## src/rtl/encoder_scanner.sv

```systemverilog
// encoder_scanner
//   Scans 8 rotary encoders that share one A/B pair through an external
//   analog mux. Each channel gets a slot of SETTLE_CYCLES + 2 cycles:
//   SETTLE (hold sel), SAMPLE (capture synchronised A/B), UPDATE (x4
//   quadrature decode against the channel's previous A/B state).
//   Positions are 16-bit modular counters, readable and writable by a CPU.
//
// Ports
//   clk       system clock
//   rst_n     asynchronous active-low reset
//   reg_we    byte write enables; [1:0] both set -> low half, [3:2] both set -> high half
//   reg_addr  word select; word i = {pos[2i+1], pos[2i]}
//   reg_data  write data
//   reg_q     read data, combinational from reg_addr and the positions
//   sel       mux select, channel currently being scanned
//   frame     one-cycle pulse after the channel 7 update
//   a, b      shared encoder inputs (asynchronous)
module encoder_scanner #(
    parameter int SETTLE_CYCLES = 16
) (
    input  logic        clk,
    input  logic        rst_n,
    input  logic [3:0]  reg_we,
    input  logic [1:0]  reg_addr,
    input  logic [31:0] reg_data,
    output logic [31:0] reg_q,
    output logic [2:0]  sel,
    output logic        frame,
    input  logic        a,
    input  logic        b
);

    typedef enum logic [1:0] {SETTLE, SAMPLE, UPDATE} state_t;

    state_t             state;
    logic [7:0]         cnt;
    logic [1:0]         cur;
    logic               a_p0, a_p1, b_p0, b_p1;
    logic [1:0]         prev [8];
    logic [7:0]         primed;
    logic signed [15:0] pos [8];
    logic [7:0]         wr_ch;
    logic               wr_lo, wr_hi;

    // Position of a Gray code value along the forward sequence 00,01,11,10.
    function automatic logic [1:0] gray_idx(input logic [1:0] g);
        return {g[1], g[1] ^ g[0]};
    endfunction

    // One step forward along the sequence is +1, one step back is -1;
    // no change or a two-bit jump (distance 2) contributes nothing.
    function automatic logic signed [15:0] quad_step(input logic [1:0] p,
                                                     input logic [1:0] c);
        logic [1:0] d;
        d = gray_idx(c) - gray_idx(p);
        case (d)
            2'd1:    return 16'sd1;
            2'd3:    return -16'sd1;
            default: return 16'sd0;
        endcase
    endfunction

    assign wr_lo = &reg_we[1:0];
    assign wr_hi = &reg_we[3:2];

    always_comb begin
        wr_ch = '0;
        for (int i = 0; i < 8; i++) begin
            if (reg_addr == 2'(i >> 1))
                wr_ch[i] = (i % 2 == 1) ? wr_hi : wr_lo;
        end
    end

    always_comb begin
        reg_q = {pos[{reg_addr, 1'b1}], pos[{reg_addr, 1'b0}]};
    end

    always_ff @(posedge clk or negedge rst_n) begin
        if (!rst_n) begin
            state  <= SETTLE;
            cnt    <= '0;
            sel    <= '0;
            frame  <= 1'b0;
            cur    <= '0;
            a_p0   <= 1'b0;
            a_p1   <= 1'b0;
            b_p0   <= 1'b0;
            b_p1   <= 1'b0;
            primed <= '0;
            for (int i = 0; i < 8; i++) begin
                prev[i] <= '0;
                pos[i]  <= '0;
            end
        end else begin
            // synchroniser stage p0 -> p1
            a_p0  <= a;
            a_p1  <= a_p0;
            b_p0  <= b;
            b_p1  <= b_p0;
            frame <= 1'b0;

            case (state)
                SETTLE: begin
                    if (cnt == 8'(SETTLE_CYCLES - 1)) begin
                        state <= SAMPLE;
                    end else begin
                        cnt <= cnt + 8'd1;
                    end
                end
                SAMPLE: begin
                    cur   <= {a_p1, b_p1};
                    state <= UPDATE;
                end
                UPDATE: begin
                    if (!primed[sel])
                        primed[sel] <= 1'b1;
                    else
                        pos[sel] <= pos[sel] + quad_step(prev[sel], cur);
                    prev[sel] <= cur;
                    frame     <= (sel == 3'd7);
                    sel       <= sel + 3'd1;
                    cnt       <= '0;
                    state     <= SETTLE;
                end
                default: begin
                    state <= SETTLE;
                    cnt   <= '0;
                end
            endcase

            // CPU writes come last so they override a same-cycle decode step.
            for (int i = 0; i < 8; i++) begin
                if (wr_ch[i])
                    pos[i] <= (i % 2 == 1) ? $signed(reg_data[31:16])
                                           : $signed(reg_data[15:0]);
            end
        end
    end

endmodule
```

## config.mk

```make
export PLATFORM = sky130hd
export DESIGN_NAME = encoder_scanner
export DESIGN_NICKNAME = d
export VERILOG_FILES = /design/src/rtl/encoder_scanner.sv
export SDC_FILE = /design/constraint.sdc
export NUM_CORES = 1
export LEC_CHECK = 0
export BUFFER_PORTS_ARGS = -buffer_cell sky130_fd_sc_hd__buf_2
export CAP_MARGIN = 20
export CORE_MARGIN = 2
export CORE_UTILIZATION = 62
export CTS_CLUSTER_SIZE = 10
export DETAILED_ROUTE_END_ITERATION = 8
export HOLD_SLACK_MARGIN = 0.12
export PLACE_DENSITY = 0.82
export SETUP_SLACK_MARGIN = 0.4
export SLEW_MARGIN = 20
export SYNTH_ARGS = -nofsm -noshare
export SYNTH_HDL_FRONTEND = slang
export SYNTH_SLANG_ARGS = --single-unit
```

## constraint.sdc

```tcl
create_clock -name clk -period 8.01 [get_ports clk]
set_input_delay 1.2015 -clock clk [delete_from_list [all_inputs] [get_ports clk]]
set_output_delay 1.2015 -clock clk [all_outputs]
set_load 0.02 [all_outputs]
```

Yosys cells after proc, flatten, opt, wreduce, memory -nomap -nowiden
Index checks and enable logic that the tools add are counted.
W data, S select, Z words.
{"block": "totals", "n_memories": 0, "latchBits": 0, "romBits": 0, "reg_bits": 172, "output_inout_bits": 36, "ram_bits": 0}
{"block": "classes", "addsub": 4, "magnitude_cmp": 6, "n_reduce_logical": 32, "div": 0, "bitwise": 8, "eq_ne": 11, "n_shift": 0, "n_mux": 48, "multipliers": 0}
{"op": "$mux W16", "count": 17}
{"op": "$mux W128", "count": 2}
{"op": "$bmux W16 S3", "count": 3}
{"op": "$bwmux W128", "count": 1}
{"op": "$demux W16 S3", "count": 1}
{"op": "$pmux W16 S2", "count": 1}
{"op": "$reduce_bool A2 Y1", "count": 16}
{"op": "$reduce_and A2 Y1", "count": 12}
{"op": "$add A16 B16 Y16", "count": 1}
{"op": "$bwmux W16", "count": 1}
{"op": "$pmux W8 S2", "count": 1}
{"op": "$ge A4 B4 Y1 const B", "count": 3}
{"op": "$not A3 Y4", "count": 3}
{"op": "$mux W1", "count": 11}
{"op": "$add A8 B1 Y8 const B", "count": 1}
{"op": "$eq A2 B2 Y1 const B", "count": 4}
{"op": "$eq A8 B4 Y1 const B", "count": 1}
{"op": "$mux W2", "count": 4}
{"op": "$mux W8", "count": 1}
{"op": "$or A8 B8 Y8", "count": 1}
{"op": "$bmux W2 S3", "count": 1}
{"op": "$demux W2 S3", "count": 1}
{"op": "$eq A2 B1 Y1 const B", "count": 3}
{"op": "$logic_not A2 Y1", "count": 2}
{"op": "other kinds (13)", "count": 17}

Logic depth before layout (Yosys ltp)
Gate-level depths: netlist of the first run.
{"block": "depth", "word_depth": 15, "depth_mapped": 26, "depth_no_buf": 21}

Worst setup path before layout of the first run
OpenSTA, ideal clock, no wires.
{"block": "synth_timing", "path_type": "register -> register", "from": "register sel[0]", "to": "register pos[30] (netlist bit)", "path_stages_with_launch": 25, "required_time_ps": 7943, "setup_slack_ps": 2263, "path_buffers": 5, "period_less_slack_ps": 5747, "setup_time_ps": 67, "arrival_time_ps": 5680, "path_cell_list": "dfrtp_1 > buf_4 > buf_2 > buf_2 > buf_1 > nor2_1 > a22o_1 > a221oi_1 > nand3_1 > xor2_1 > ha_1 > xor2_1 > and2_1 > and3_1 > nor2_2 > inv_1 > fa_1 > nand2b_1 > nor4_1 > or4b_4 > and4bb_4 > or2_1 > buf_6 > a311oi_4 > a221o_1"}
{"block": "synth_via", "elab_chain_len": 15, "elab_cells_between_ends": 28}
{"element": "start, declared", "line": "27", "rtl": "output logic [2:0] sel,"}
{"element": "start signal, assigned", "line": "121", "rtl": "sel <= sel + 3'd1;"}
{"element": "$not A3 Y4 (implied by the code)", "line": "118", "rtl": "pos[sel] <= pos[sel] + quad_step(prev[sel], cur);"}
{"element": "$bmux W2 S3", "line": "118"}
{"element": "$mux W2 (implied by the code) (2 in series)", "line": "118"}
{"element": "$xor A1 B1 Y1", "line": "47", "rtl": "return {g[1], g[1] ^ g[0]};"}
{"element": "$sub A2 B2 Y2", "line": "55", "rtl": "d = gray_idx(c) - gray_idx(p);"}
{"element": "$eq A2 B2 Y1 / $eq A2 B1 Y1 (equally long branches)", "line": "56", "rtl": "case (d)"}
{"element": "$pmux W16 S2", "line": "56"}
{"element": "$mux W16", "line": "115", "rtl": "if (!primed[sel])"}
{"element": "$mux W16", "line": "102", "rtl": "case (state)"}
{"element": "$add A16 B16 Y16", "line": "118"}
{"element": "$bwmux W128", "line": "118"}
{"element": "$mux W128", "line": "115"}
{"element": "$mux W128", "line": "102"}
{"element": "$mux W16", "line": "133", "rtl": "if (wr_ch[i])"}
{"element": "end signal, assigned by index", "line": "118"}
{"element": "end signal, assigned by index", "line": "134", "rtl": "pos[i] <= (i % 2 == 1) ? $signed(reg_data[31:16])"}
{"element": "end, declared", "line": "41", "rtl": "logic signed [15:0] pos [8];"}
Parallel ways exist; a longest one is shown, timed or not. The select of a mux whose other input is x is not followed.
A chain may end at the register's enable or synchronous reset.

Worst setup path after layout of the first run
{"block": "layout_timing", "from": "register sel[0]", "to": "register pos[91] (netlist bit)"}
The elaborated chain is that of the path after synthesis.

==> flow_summary.toml, run 1 <==
[sta]
final.min_clock_period_ns = 6.726
fin_skew_ns = 0.01514
finalHoldViolCount = 0
max_slew_margin = 0.1944
setup_tns_ns = 0
rsz0062_at_grt = "no"
fmax_mhz = 148.7
final_max_slew_viol_count = 0
tightest_slew_ns = 1.208
setup_violations = 0
setup_slack_ns = 1.284
fin_crit_sh = 0.8398

[placed_design]
pre_cts_slack_ns = 1.593
dp.cells = 1480
place.gp.congestion = 1.011
port_buffers = 77
hpwl_um = 25420
placed_cell_area_um2 = 11400

[synthesis]
synth_compound_area_frac = 0.1896
yosysTopAreaCell = "dfrtp_1"
synthTopCellsByArea = "dfrtp_1 (39%), mux4_2 (7.0%), nor2_1 (6.1%), nand2_1 (5.6%), a21oi_1 (4.5%)"
yosys-mux-area-fraction = 0.1216
ys.flop_type = "dfrtp_1"
ys_ff_latch = 172
synth_edf_count = 0
syn-cell-area_um2 = 10940
synthAdderAreaFrac = 0.02334
synth_warnings = 0
synth_area_per_cell_um2 = 8.735
ys_seq_area_frac = 0.3935
synth-simple-area-share = 0.2161
synthCells = 1252
synth_nets = 1313
yosys.area.top_type_share = 0.3935
async_flop_share = 1.000
synth_top_family_by_area = "simple AND/OR/NAND/NOR gates"
synthXorXnorAreaFrac = 0.01602
ys_types = 74

[grt]
antenna_found_initial = 2
overflow = 0
grt_start_max_net_pins = 94
grt_pass1_wl_um = 58500
grt_pass1_vias = 10330
grt_usage = 0.4229

[floorplan]
die-area_um2 = 18720
start_util = 0.6323
die_y_um = 136.8
rows = 48
num_io_pins = 78
core_area_um2 = 17300
fp.dieW_um = 136.8

[final_layout]
final_area_um2 = 12050
nets = 1336
antennaDiodeCount = 0
layout_commonest_cell = "nor2_1"
drive_gt1_frac = 0.1801
final_util = 0.6968
final_cell_mix = "nor2_1 (175), dfrtp_1 (172), nand2_1 (164), a21oi_1 (98), buf_2 (76)"
area.growth.synth_to_final_pct = 10.20
fillers = 1313
instances_no_fill = 1513
seq_area_um2 = 4304
multi_input_area_um2 = 6251

[run]
maxCapViolCount = 0

[setup_path]
rr_endpoint = "pos[91]"
cpMaxStageDelayCell = "dfrtp_1"
required_ns = 8.31
cp_cell_sequence = "buf_4 > nand2_1 > nor2_1 > a22oi_1 > nand3_1 > xor2_1 > ha_1 > xor2_1 > and2_1 > and3_1 > nor2_2 > inv_1 > ha_1 > a21oi_1 > nor3_1 > a221oi_1 > a211o_1 > a21oi_1 > xnor2_1 > o21ai_0"
critPathMaxFanout = 29
startpoint = "sel[0]"
r2r_start = "sel[0]"
r2r_slack_ns = 1.28
rr_worst_depth = 20
slowest_delay_ns = 0.97
path_class = "reg -> reg"
worstPathArrival_ns = 7.03
critPathLaunchType = "flip-flop"
cp-end-kind = "flip-flop"
endpoint = "pos[91]"

[clocking]
cts.hold.buffers_added = 0
clock_path_buffers = 2
cts.sinks = 172
htreeDepth = 4
root_buffer = "clkbuf_16"
clk-insertion-delay-late_ns = 0.46
clk_pin_slew_ns = 0.08
cts_tree = "done"
postCtsSetupBuffers = 0
ctsResizeCount = 0
cts_buffers = 17

[routing]
routed-via-count = 10930
wl_per_cell_um = 25.44
ant_nets = 0
drt_pass1_iterations = 7
vias_per_cell = 7.223
route.detailed.drc = 0
wl_um = 38490
drt_iter0_markers = 1646

[power_and_ir_drop]
p_leak_nw = 5.069
powerDensity_nw_per_um2 = 230.9
peakVddDrop_uv = 188.8

[worst_hold_path]
hold_class = "reg -> reg"

[run_status]
status = "finished clean"
-- layer usage --
layer,vias to the layer above,share of wire,global-route usage
met5,-,0.0012,0.01389
met4,4,0.044,0.2039
met3,185,0.16,0.1530
met2,882,0.43,0.6081
met1,5221,0.37,0.5683
li1,4636,-,-
-- report_power, final --
part | internal (mW) | switching [mW]
registers | 0.994 | 0.129
logic | 0.301 | 0.496
clock network | 0.427 | 0.436
-- state kept, by name, summed over array words and instances (netlist names) --
register  cells
state         2
primed        8
sel           3
cnt           8
b_p1          1
prev         16
frame         1
a_p0          1
cur           2
a_p1          1
pos         128
b_p0          1
-- how the worst min path moves through the flow --
stage          start    to  slack, ns  cells after the start
3_5_place_dp    b_p0  b_p1       0.34                      0
5_1_grt         b_p0  b_p1       0.35                      0
2_1_floorplan   a_p0  a_p1       0.33                      0
3_3_place_gp    a_p0  a_p1       0.33                      0
6_report        b_p0  b_p1       0.35                      0
4_1_cts         b_p0  b_p1       0.35                      0
-- cell type report --
class | count | area share
flip-flops and latches | 172 | 0.3571
well taps | 225 | 0.02336
clock buffers | 17 | 0.03530
repair buffers | 98 | 0.04620
inverters | 12 | 0.003737
multi-input cells | 974 | 0.5186
clock inverters | 15 | 0.01568
-- metrics by stage --
step / hold slack, ns / total power, mW
floorplan: 0.3312 / 1.624
global placement: 0.3316 / 1.871
detailed placement: 0.3355 / 1.890
CTS: 0.3538 / 2.742
global route: 0.3549 / 2.877
finish: 0.3523 / 2.782
-- cell families after synthesis --
family | count (synthesis)
adders and majority gates | 20
AOI/OAI and AO/OA | 328
muxes | 87
DFF | 172
and+or+nand+nor | 519
xor gates and xnor gates | 20
buffers and inverters | 106
-- synth_stat cells (18+ instances only) --
cell      count
ha_1         18
nor3_1       27
dfrtp_1     172
nand2_1     164
nor2_1      178
a31oi_1      52
mux2i_1      28
a21oi_1      98
mux2_2       24
mux4_2       34
o22ai_1      42
o21ai_0      57
nand3_1      39
clkbuf_1     66
and3_1       29
-- critical path: cells and delay by family, from the launching register on --
kind                       cells  cell delay (ns)
AOI/OAI and AO/OA              6             1.62
xor gates and xnor gates       3             1.25
adders and majority gates      2             0.53
buffers and inverters          2             0.85
DFF                            1             0.97
and+or+nand+nor                7             1.34
No activity file was read; power rests on OpenSTA's default activity.
==> run 2, diff against run 1 <==
ABC_AREA = 1   (was default)
CORE_UTILIZATION = 61   (was 62)
PLACE_DENSITY = 0.81   (was 0.82)
clock period = 6.5 ns   (was 8.01 ns; I/O delays follow)
==> flow_summary.toml, run 2 <==
[routing]
vias_per_cell = 6.810
drt_pass1_iterations = 7
routed-via-count = 11650
wl_per_cell_um = 24.32
ant_nets = 0
drt_iter0_markers = 1847
wl_um = 41590
route.detailed.drc = 0

[floorplan]
rows = 48
die_y_um = 135.3
num_io_pins = 78
core_area_um2 = 17060
start_util = 0.6169
die-area_um2 = 18310
fp.dieW_um = 135.3

[sta]
final.min_clock_period_ns = 5.495
fin_crit_sh = 0.8454
setup_violations = 0
fin_skew_ns = 0.01484
final_max_slew_viol_count = 0
tightest_slew_ns = 1.154
setup_tns_ns = 0
finalHoldViolCount = 0
fmax_mhz = 182.0
max_slew_margin = 0.2280
rsz0062_at_grt = "no"

[synthesis]
yosys.area.top_type_share = 0.4091
synthTopCellsByArea = "dfrtp_1 (41%), nand2_1 (12%), inv_1 (6.3%), nand3_1 (6.0%), o221ai_1 (4.9%)"
ys_seq_area_frac = 0.4091
synth_common_cells = "nand2_1 (343), inv_1 (177), dfrtp_1 (172)"
yosys.cell_count.top_type = "nand2_1"
yosysTopAreaCell = "dfrtp_1"
synth_area_per_cell_um2 = 7.483
ys_ff_latch = 172
synth_edf_count = 0
synth_warnings = 0
ys_types = 48
syn-cell-area_um2 = 10520
synthCells = 1406
synth_nets = 1467
async_flop_share = 1.000
ys.flop_type = "dfrtp_1"

[power_and_ir_drop]
power.share.clock = 0.321
internal-power_mw = 2.226
switching_share = 0.3799
p_seq_frac = 0.384
p_comb_frac = 0.296
peakVddDrop_uv = 220.5
fin_total_pwr_mw = 3.590
p_leak_nw = 5.638
powerDensity_nw_per_um2 = 304.4
p_switching_mw = 1.364

[placed_design]
place.gp.congestion = 1.083
port_buffers = 77
hpwl_um = 28510

[run]
maxCapViolCount = 0

[final_layout]
drive_gt1_frac = 0.1232
regMostFlops = "pos"
area.growth.synth_to_final_pct = 12.07
layout_commonest_cell = "nand2_1"
reg_top3 = "pos (128), prev (16)"
final_cell_mix = "nand2_1 (343), inv_1 (177), dfrtp_1 (171), nand3_1 (127), nor2_1 (100)"
nets = 1533
largest_reg_flops = 128
antennaDiodeCount = 0
final_util = 0.6913

[worst_hold_path]
hold_class = "reg -> reg"

[clocking]
ctsResizeCount = 0
clk_pin_slew_ns = 0.07
postCtsSetupBuffers = 0
clk-insertion-delay-late_ns = 0.45
cts.sinks = 172
cts_tree = "done"
clock_path_buffers = 2
cts_buffers = 17
root_buffer = "clkbuf_16"
htreeDepth = 4
cts.hold.buffers_added = 0

[setup_path]
required_ns = 6.86
path_class = "reg -> reg"
critPathLaunchType = "flip-flop"
critPathMaxFanout = 20
cp-end-kind = "flip-flop"
worstPathArrival_ns = 5.86

[grt]
grt_start_max_net_pins = 67
grt_usage = 0.4622
grt_pass1_vias = 11000
antenna_found_initial = 0
grt_pass1_wl_um = 62650
overflow = 0

[run_status]
status = "finished clean"
==> run 2: changes by cell type in the layout (fill, tap and decap cells not counted), moves of 23 or more <==
| cell | delta |
|---|---|
| mux2_2 | -23 |
| and3_1 | -29 |
| inv_1 | +165 |
| a31oi_1 | -51 |
| nor2_1 | -75 |
| nand2_1 | +179 |
| a22oi_1 | +47 |
| nand3_1 | +92 |
| o221ai_1 | +56 |
| mux4_2 | -34 |
| mux2i_1 | -28 |
==> run 2: final cells by class <==
cell class	instances	area (um^2)
clock inverter	13	202.7
timing repair buffer	101	575.6
sequential	172	4305
inverter	192	720.7
multi-input combinational	988	5263
clock buffer	19	442.9
fill	1487	5265
tap	225	281.5
==> run 2: routing by layer <==
layer | vias to the layer above | GRT usage | part of all wire
met5 | - | 0 | 0
met4 | 0 | 0.2899 | 0.087
met3 | 324 | 0.1713 | 0.15
met2 | 1087 | 0.6698 | 0.41
met1 | 5317 | 0.5856 | 0.35
li1 | 4917 | - | -
==> run 2: metrics by stage <==
stage | worst slack [ns] | instance area (um^2) | cells | hold slack, ns
final | 1.005 | 11790 | 1710 | 0.3498
after global routing | 0.6166 | 11790 | 1710 | 0.3550
after CTS | 1.179 | 11790 | 1710 | 0.3517
after detailed placement | 1.212 | 11140 | 1678 | 0.3364
after global placement | 1.345 | 11130 | 1677 | 0.3321
after floorplan | 2.072 | 10520 | 1406 | 0.3312
==> run 2: kinds of logic after synthesis <==
family	share of synthesized area
simple gates	0.2563
compound gates	0.2078
fa+ha+maj	0.02331
flops	0.4091
mux	0.001070
xor+xnor	0.01082
buf+inv	0.09169
==> run 2: path summary, 6_finish.rpt <==
| path | end | cells after the start | slack [ns] | startpoint |
|---|---|---|---|---|
| hold / removal | b_p1 | 0 | 0.35 | b_p0 |
| max in group asynchronous | sel[0] | 2 | 4.71 | rst_n |
| min in group asynchronous | pos[74] | 1 | 0.50 | rst_n |
| hold reg to reg | b_p1 | 0 | 0.35 | b_p0 |
| setup / recovery | pos[31] | 25 | 1.01 | sel[1] |
| setup reg to reg | pos[31] | 25 | 1.01 | sel[1] |
==> run 2: worst max-delay path, cell delays in order, from the launching register on <==
cell and delay (ns):
dfrtp_1 0.61, inv_2 0.33, nor2_1 0.11, inv_1 0.10, nor2_1 0.07, inv_1 0.46, o22ai_1 0.13, a221oi_1 0.23
o2111ai_1 0.16, xnor2_1 0.16, ha_1 0.21, xnor2_1 0.22, o21ai_2 0.11, nand2_4 0.14, nand2_4 0.10, inv_1 0.49
ha_1 0.42, nand2_1 0.18, nor2_1 0.07, nor2_1 0.21, nor2_1 0.07, nor3_1 0.27, nand2_1 0.11, nand2_2 0.15
nand3_1 0.12, a21oi_1 0.19
==> run 2: power groups by stage <==
stage               Sequential [mW]  Clock (mW)  Combinational, mW
finish                         1.38        1.15               1.06
detailed placement             1.38           0               1.01
global route                   1.38        1.19               1.14
CTS                            1.36        1.14               1.02
global placement               1.38           0               1.00
floorplan                      1.33           0              0.698
